`src/rtl/lpddr2_port_arbiter.sv`:
```
// lpddr2_port_arbiter: round-robin sharing of one LPDDR2 Avalon-MM port between two single-beat requesters
module lpddr2_port_arbiter #(
   parameter int          AVL_ADDR_W = 27,
   parameter int          TIMEOUT    = 1024,
   parameter logic [31:0] ERR_DATA   = 32'hDEAD_BEEF
) (
   input  logic                  iCLK,
   input  logic                  iRST_n,
   input  logic                  local_init_done,
   input  logic                  r0_req,
   input  logic                  r0_we,
   input  logic [31:0]           r0_addr,
   input  logic [31:0]           r0_wdata,
   output logic [31:0]           r0_rdata,
   output logic                  r0_ack,
   input  logic                  r1_req,
   input  logic                  r1_we,
   input  logic [31:0]           r1_addr,
   input  logic [31:0]           r1_wdata,
   output logic [31:0]           r1_rdata,
   output logic                  r1_ack,
   input  logic                  avl_waitrequest_n,
   output logic [AVL_ADDR_W-1:0] avl_address,
   output logic [31:0]           avl_writedata,
   output logic                  avl_read,
   output logic                  avl_write,
   output logic                  avl_burstbegin,
   input  logic                  avl_readdatavalid,
   input  logic [31:0]           avl_readdata,
   output logic                  timeout_err,
   output logic [3:0]            c_state
);
   typedef enum logic [3:0] {INIT = 4'd0, IDLE = 4'd1, ISSUE = 4'd2, RWAIT = 4'd3, ACK = 4'd4} state_t;
   localparam int CW = $clog2(TIMEOUT + 1);
   localparam logic [CW-1:0] CMAX = CW'(TIMEOUT - 1);
   state_t        state;
   logic [CW-1:0] cnt;
   logic          gnt, we, last_grant;
   logic          pick1, sel_we;
   logic [31:0]   sel_addr, sel_wdata, rd_word;
   logic          unused;
   // r1 wins when it is the only requester or when r0 had the last turn
   assign pick1     = r1_req & (~r0_req | ~last_grant);
   assign sel_we    = pick1 ? r1_we : r0_we;
   assign sel_addr  = pick1 ? r1_addr : r0_addr;
   assign sel_wdata = pick1 ? r1_wdata : r0_wdata;
   assign rd_word   = avl_readdatavalid ? avl_readdata : ERR_DATA;
   assign c_state   = state;
   assign unused    = ^{r0_addr, r1_addr};
   // arbitration FSM with all Avalon and requester outputs registered
   always_ff @(posedge iCLK or negedge iRST_n) begin
      if (!iRST_n) begin
         state          <= INIT;
         cnt            <= '0;
         gnt            <= 1'b0;
         we             <= 1'b0;
         last_grant     <= 1'b1;
         avl_address    <= '0;
         avl_writedata  <= '0;
         avl_read       <= 1'b0;
         avl_write      <= 1'b0;
         avl_burstbegin <= 1'b0;
         r0_rdata       <= '0;
         r1_rdata       <= '0;
         r0_ack         <= 1'b0;
         r1_ack         <= 1'b0;
         timeout_err    <= 1'b0;
      end else begin
         r0_ack         <= 1'b0;
         r1_ack         <= 1'b0;
         avl_burstbegin <= 1'b0;
         case (state)
            INIT: if (local_init_done) state <= IDLE;
            IDLE: begin
               if (!local_init_done) state <= INIT;
               else if (r0_req | r1_req) begin
                  gnt            <= pick1;
                  last_grant     <= pick1;
                  we             <= sel_we;
                  avl_writedata  <= sel_wdata;
                  avl_address    <= sel_addr[AVL_ADDR_W+1:2];
                  avl_read       <= ~sel_we;
                  avl_write      <= sel_we;
                  avl_burstbegin <= 1'b1;
                  state          <= ISSUE;
               end
            end
            ISSUE: if (avl_waitrequest_n) begin
               avl_read  <= 1'b0;
               avl_write <= 1'b0;
               cnt       <= '0;
               r0_ack    <= we & ~gnt;
               r1_ack    <= we & gnt;
               state     <= we ? ACK : RWAIT;
            end
            RWAIT: begin
               if (avl_readdatavalid || cnt == CMAX) begin
                  if (gnt) r1_rdata <= rd_word;
                  else r0_rdata <= rd_word;
                  if (!avl_readdatavalid) timeout_err <= 1'b1;
                  r0_ack <= ~gnt;
                  r1_ack <= gnt;
                  state  <= ACK;
               end else cnt <= cnt + 1'b1;
            end
            ACK: state <= IDLE;
            default: state <= INIT;
         endcase
      end
   end
endmodule

```
`config.mk`:
```
export PLATFORM = sky130hd
export DESIGN_NAME = lpddr2_port_arbiter
export DESIGN_NICKNAME = d
export VERILOG_FILES = /design/src/rtl/lpddr2_port_arbiter.sv
export SDC_FILE = /design/constraint.sdc
export NUM_CORES = 1
export LEC_CHECK = 0
export CELL_PAD_IN_SITES_DETAIL_PLACEMENT = 2
export CELL_PAD_IN_SITES_GLOBAL_PLACEMENT = 2
export CORE_MARGIN = 4
export CORE_UTILIZATION = 35
export CTS_BUF_LIST = sky130_fd_sc_hd__clkbuf_8
export DETAILED_ROUTE_END_ITERATION = 10
export DONT_BUFFER_PORTS = 1
export HOLD_SLACK_MARGIN = 0.08
export PLACE_DENSITY = 0.77
export SLEW_MARGIN = 10
export SYNTH_ARGS = -nofsm -noshare
export SYNTH_HDL_FRONTEND = slang
export SYNTH_SLANG_ARGS = --single-unit
```
`constraint.sdc`:
```
create_clock -name iCLK -period 1.8 [get_ports iCLK]
set_input_delay 0.54 -clock iCLK [delete_from_list [all_inputs] [get_ports iCLK]]
set_output_delay 0.54 -clock iCLK [all_outputs]
set_load 0.1 [all_outputs]
```
==> summary.md <==
| Metric | Value |
|---|---|
| CTS clock-pin slew for the worst setup and hold paths | `~0.08 ns` |
| Buffers on Ports | `0` |
| H-tree lvl count | `4` |
| Fin. Hold Viols | `approximately 150` |
| Synth-to-layout area growth | `42.8%` |
| Yosys cell types | `48` |
| Iteration-0 DRC Markers | `175` |
| Vias in the first global route | `5983` |
| Drt first pass iters | `4` |
| Remaining DRCs | `0` |
| Arr. time, crit path | `between 2 and 2.5 ns` |
| Clk_lat worst skew | `between 0.4 and 0.5 ns` |
| Sequential fraction of the synthesis area | `between 50% and 60%` |
| Post-synthesis cell area | `6270 sq um` |
| Wirelength per Cell | `approximately 28 um` |
| #FFs+latches synth | `roughly 150` |
| Rows | `48` |
| Core Area | `17400 sq um` |
| Gr ovfl total | `0` |
| Worst Tran Pin Value | `~0.52 ns` |
| Total track usage | `around a quarter` |
| Hold WS | `-0.220 ns` |
| Violated checks | `hold timing, setup timing` |
| Setup WS post-layout | `-0.122 ns` |
| Antenna violations before repair | `1` |
| Largest net degree at the start of global routing | `between 100 and 150` |
| Most frequent cells in the layout | `154 x buf_4, 139 x dfrtp_1, 88 x nor2_1` |
| Max-cap viol count | `0` |
| Count of pins over their slew limit | `0` |
| Most common cell after layout, fill and taps aside | `buf_4` |
| Die Wd | `142 um` |
| Worst setup path class | `reg2reg` |
| CTS root buf | `clkbuf_8` |
| Skew final | `about 0.017 ns` |
| Synth Net Count | `between 700 and 800` |
| EDFF count, synth | `0` |
| Critical Path End Type | `flip-flop` |
| Antenna viol nets, final | `0` |
| Tmin final | `roughly 1.9 ns` |
| DP HPWL | `17.5 mm` |
| Share of post-route cells with drive strength above 1 | `between 30% and 40%` |
| CP max FO | `6` |
| Worst Hold Class | `in2async` |
| Final worst-path cycle share | `107%` |
| Syn_area_per_cell | `11.4 sq um` |
| Vias/cell | `approximately 5.6` |
| Die area | `around 20000 sq um` |
| First-pass GRT wire length | `around 36 mm` |
| Worst Path Required | `2.16 ns` |
| CTS tree | `built` |
| RSZ-0062 raised after global routing | `yes` |
| Number of I/O pins | `302` |
| Yosys warns | `0` |
| Final Net Count | `approximately 890` |
| Post-synth top flop | `dfrtp_1` |
| Highest Clock Rate | `~520 MHz` |
| Post-Synthesis Cells | `between 500 and 600` |
| Slew HR | `about 65%` |
| Status | `finished, violations left` |
| Initial cell density of the core | `36.0%` |
| Via count | `5338` |
| Clock buffer depth | `2` |
| Die Y | `roughly 140 um` |
| Detailed Route WL | `~27 mm` |
| Ys async rst share | `100%` |
| Final setup fails | `64` |
| Cts bufs inserted | `17` |
| Clock sink total | `146` |
| Startpoint Class | `flip-flop` |
| GPL Wtd Cong | `about 0.84` |
registers in the layout, summed over array words and instances, names as in the netlist:
| signal | count |
|---|---|
| avl_writedata | 32 |
| r0_rdata | 32 |
| r1_rdata | 32 |
| avl_address | 27 |
| cnt | 11 |
| c_state | 3 |
| avl_burstbegin | 1 |
| avl_read | 1 |
| avl_write | 1 |
| gnt | 1 |
| last_grant | 1 |
| r0_ack | 1 |
| r1_ack | 1 |
| timeout_err | 1 |
| we | 1 |
per-layer routing:
layer	track usage [%]	wire (um)	up-vias
met2	43.5	14800	228
li1	-	-	2331
met3	7.55	1960	40
met4	7.63	665	0
met5	0	0	-
met1	25.2	9420	2739
critical path, stage by stage (launching register included):
cell	delay [ns]
dfrtp_4	0.51
nand3b_1	0.19
buf_6	0.16
nor4_4	0.19
buf_6	0.18
o21a_4	0.24
clkbuf_16	0.19
a2bb2oi_2	0.17
cells in the mapped netlist, types with 2 or more instances:
master | number | area share [%]
and4_1 | 2 | 0.28
a21o_1 | 2 | 0.24
mux2i_1 | 60 | 9.6
o21a_2 | 2 | 0.28
a21oi_1 | 66 | 5.3
buf_4 | 5 | 0.60
o21a_1 | 2 | 0.24
and2_1 | 3 | 0.30
a211o_1 | 2 | 0.28
o21ai_1 | 6 | 0.48
clkbuf_1 | 11 | 0.66
nand2_1 | 13 | 0.78
nand3b_1 | 3 | 0.36
a2bb2oi_1 | 48 | 6.7
and3_1 | 4 | 0.40
buf_2 | 23 | 1.8
a32o_1 | 16 | 2.6
mux2_2 | 2 | 0.36
a31oi_1 | 5 | 0.50
nor2_1 | 88 | 5.3
nor3_1 | 5 | 0.40
nor2_2 | 2 | 0.20
o21ai_0 | 4 | 0.32
inv_1 | 3 | 0.18
nand3_1 | 8 | 0.64
dfrtp_1 | 145 | 58
per-stage QoR:
| stage | util (%) | instance area [sq um] | worst slack (ns) | std cells | setup TNS [ns] |
|---|---|---|---|---|---|
| floorplan | - | 6340 | -0.107 | 552 | -5.02 |
| global placement | 44.9 | 7830 | 0.00155 | 897 | 0 |
| detailed placement | 44.9 | 7830 | -0.152 | 897 | -5.49 |
| CTS | 48.1 | 8370 | -0.0568 | 936 | -0.0693 |
| global route | 51.4 | 8960 | -0.169 | 957 | -7.35 |
| finish | 51.4 | 8960 | -0.122 | 957 | -2.68 |
path summary, 6_finish.rpt:
path	start	end	slack, ns	cells past startpoint
max	c_state[2]	r0_rdata[15]	-0.12	7
min	iRST_n	r0_rdata[29]	-0.22	0
max reg2reg	c_state[2]	r0_rdata[15]	-0.12	7
min reg2reg	r0_rdata[23]	r0_rdata[23]	0.54	1
max in group asynchronous	iRST_n	last_grant	1.73	0
min in group iCLK	r0_req	last_grant	0.17	1
layout make-up:
| class | instances | area (sq um) |
|---|---|---|
| antenna | 1 | 2.50 |
| clock buffer | 18 | 248 |
| clock inverter | 14 | 153 |
| fill | 1670 | 8460 |
| inverter | 4 | 15.0 |
| multi-input combinational | 363 | 2800 |
| sequential | 146 | 3670 |
| tap | 225 | 282 |
| timing repair buffer | 186 | 1790 |
cells by family after synthesis:
kind of cell    share of synthesized area (%)
flops                                    58.2
fa+ha+maj                               0.199
mux                                      9.93
compound gates                           17.8
buf+inv                                  3.33
other cells                            0.0598
simple gates                             10.3
xor+xnor                                0.140
timing repair:
item	in CTS	in global routing
buffers inserted	6	13
resized for setup	15	55
pin swaps	2	2
gates cloned	1	7
hold endpoints to repair	146	146
setup endpoints to repair	79	63
Power is left out: the tool's default activity adds up to more than one toggle a clock period on the data nets, which glitch-free logic cannot reach.
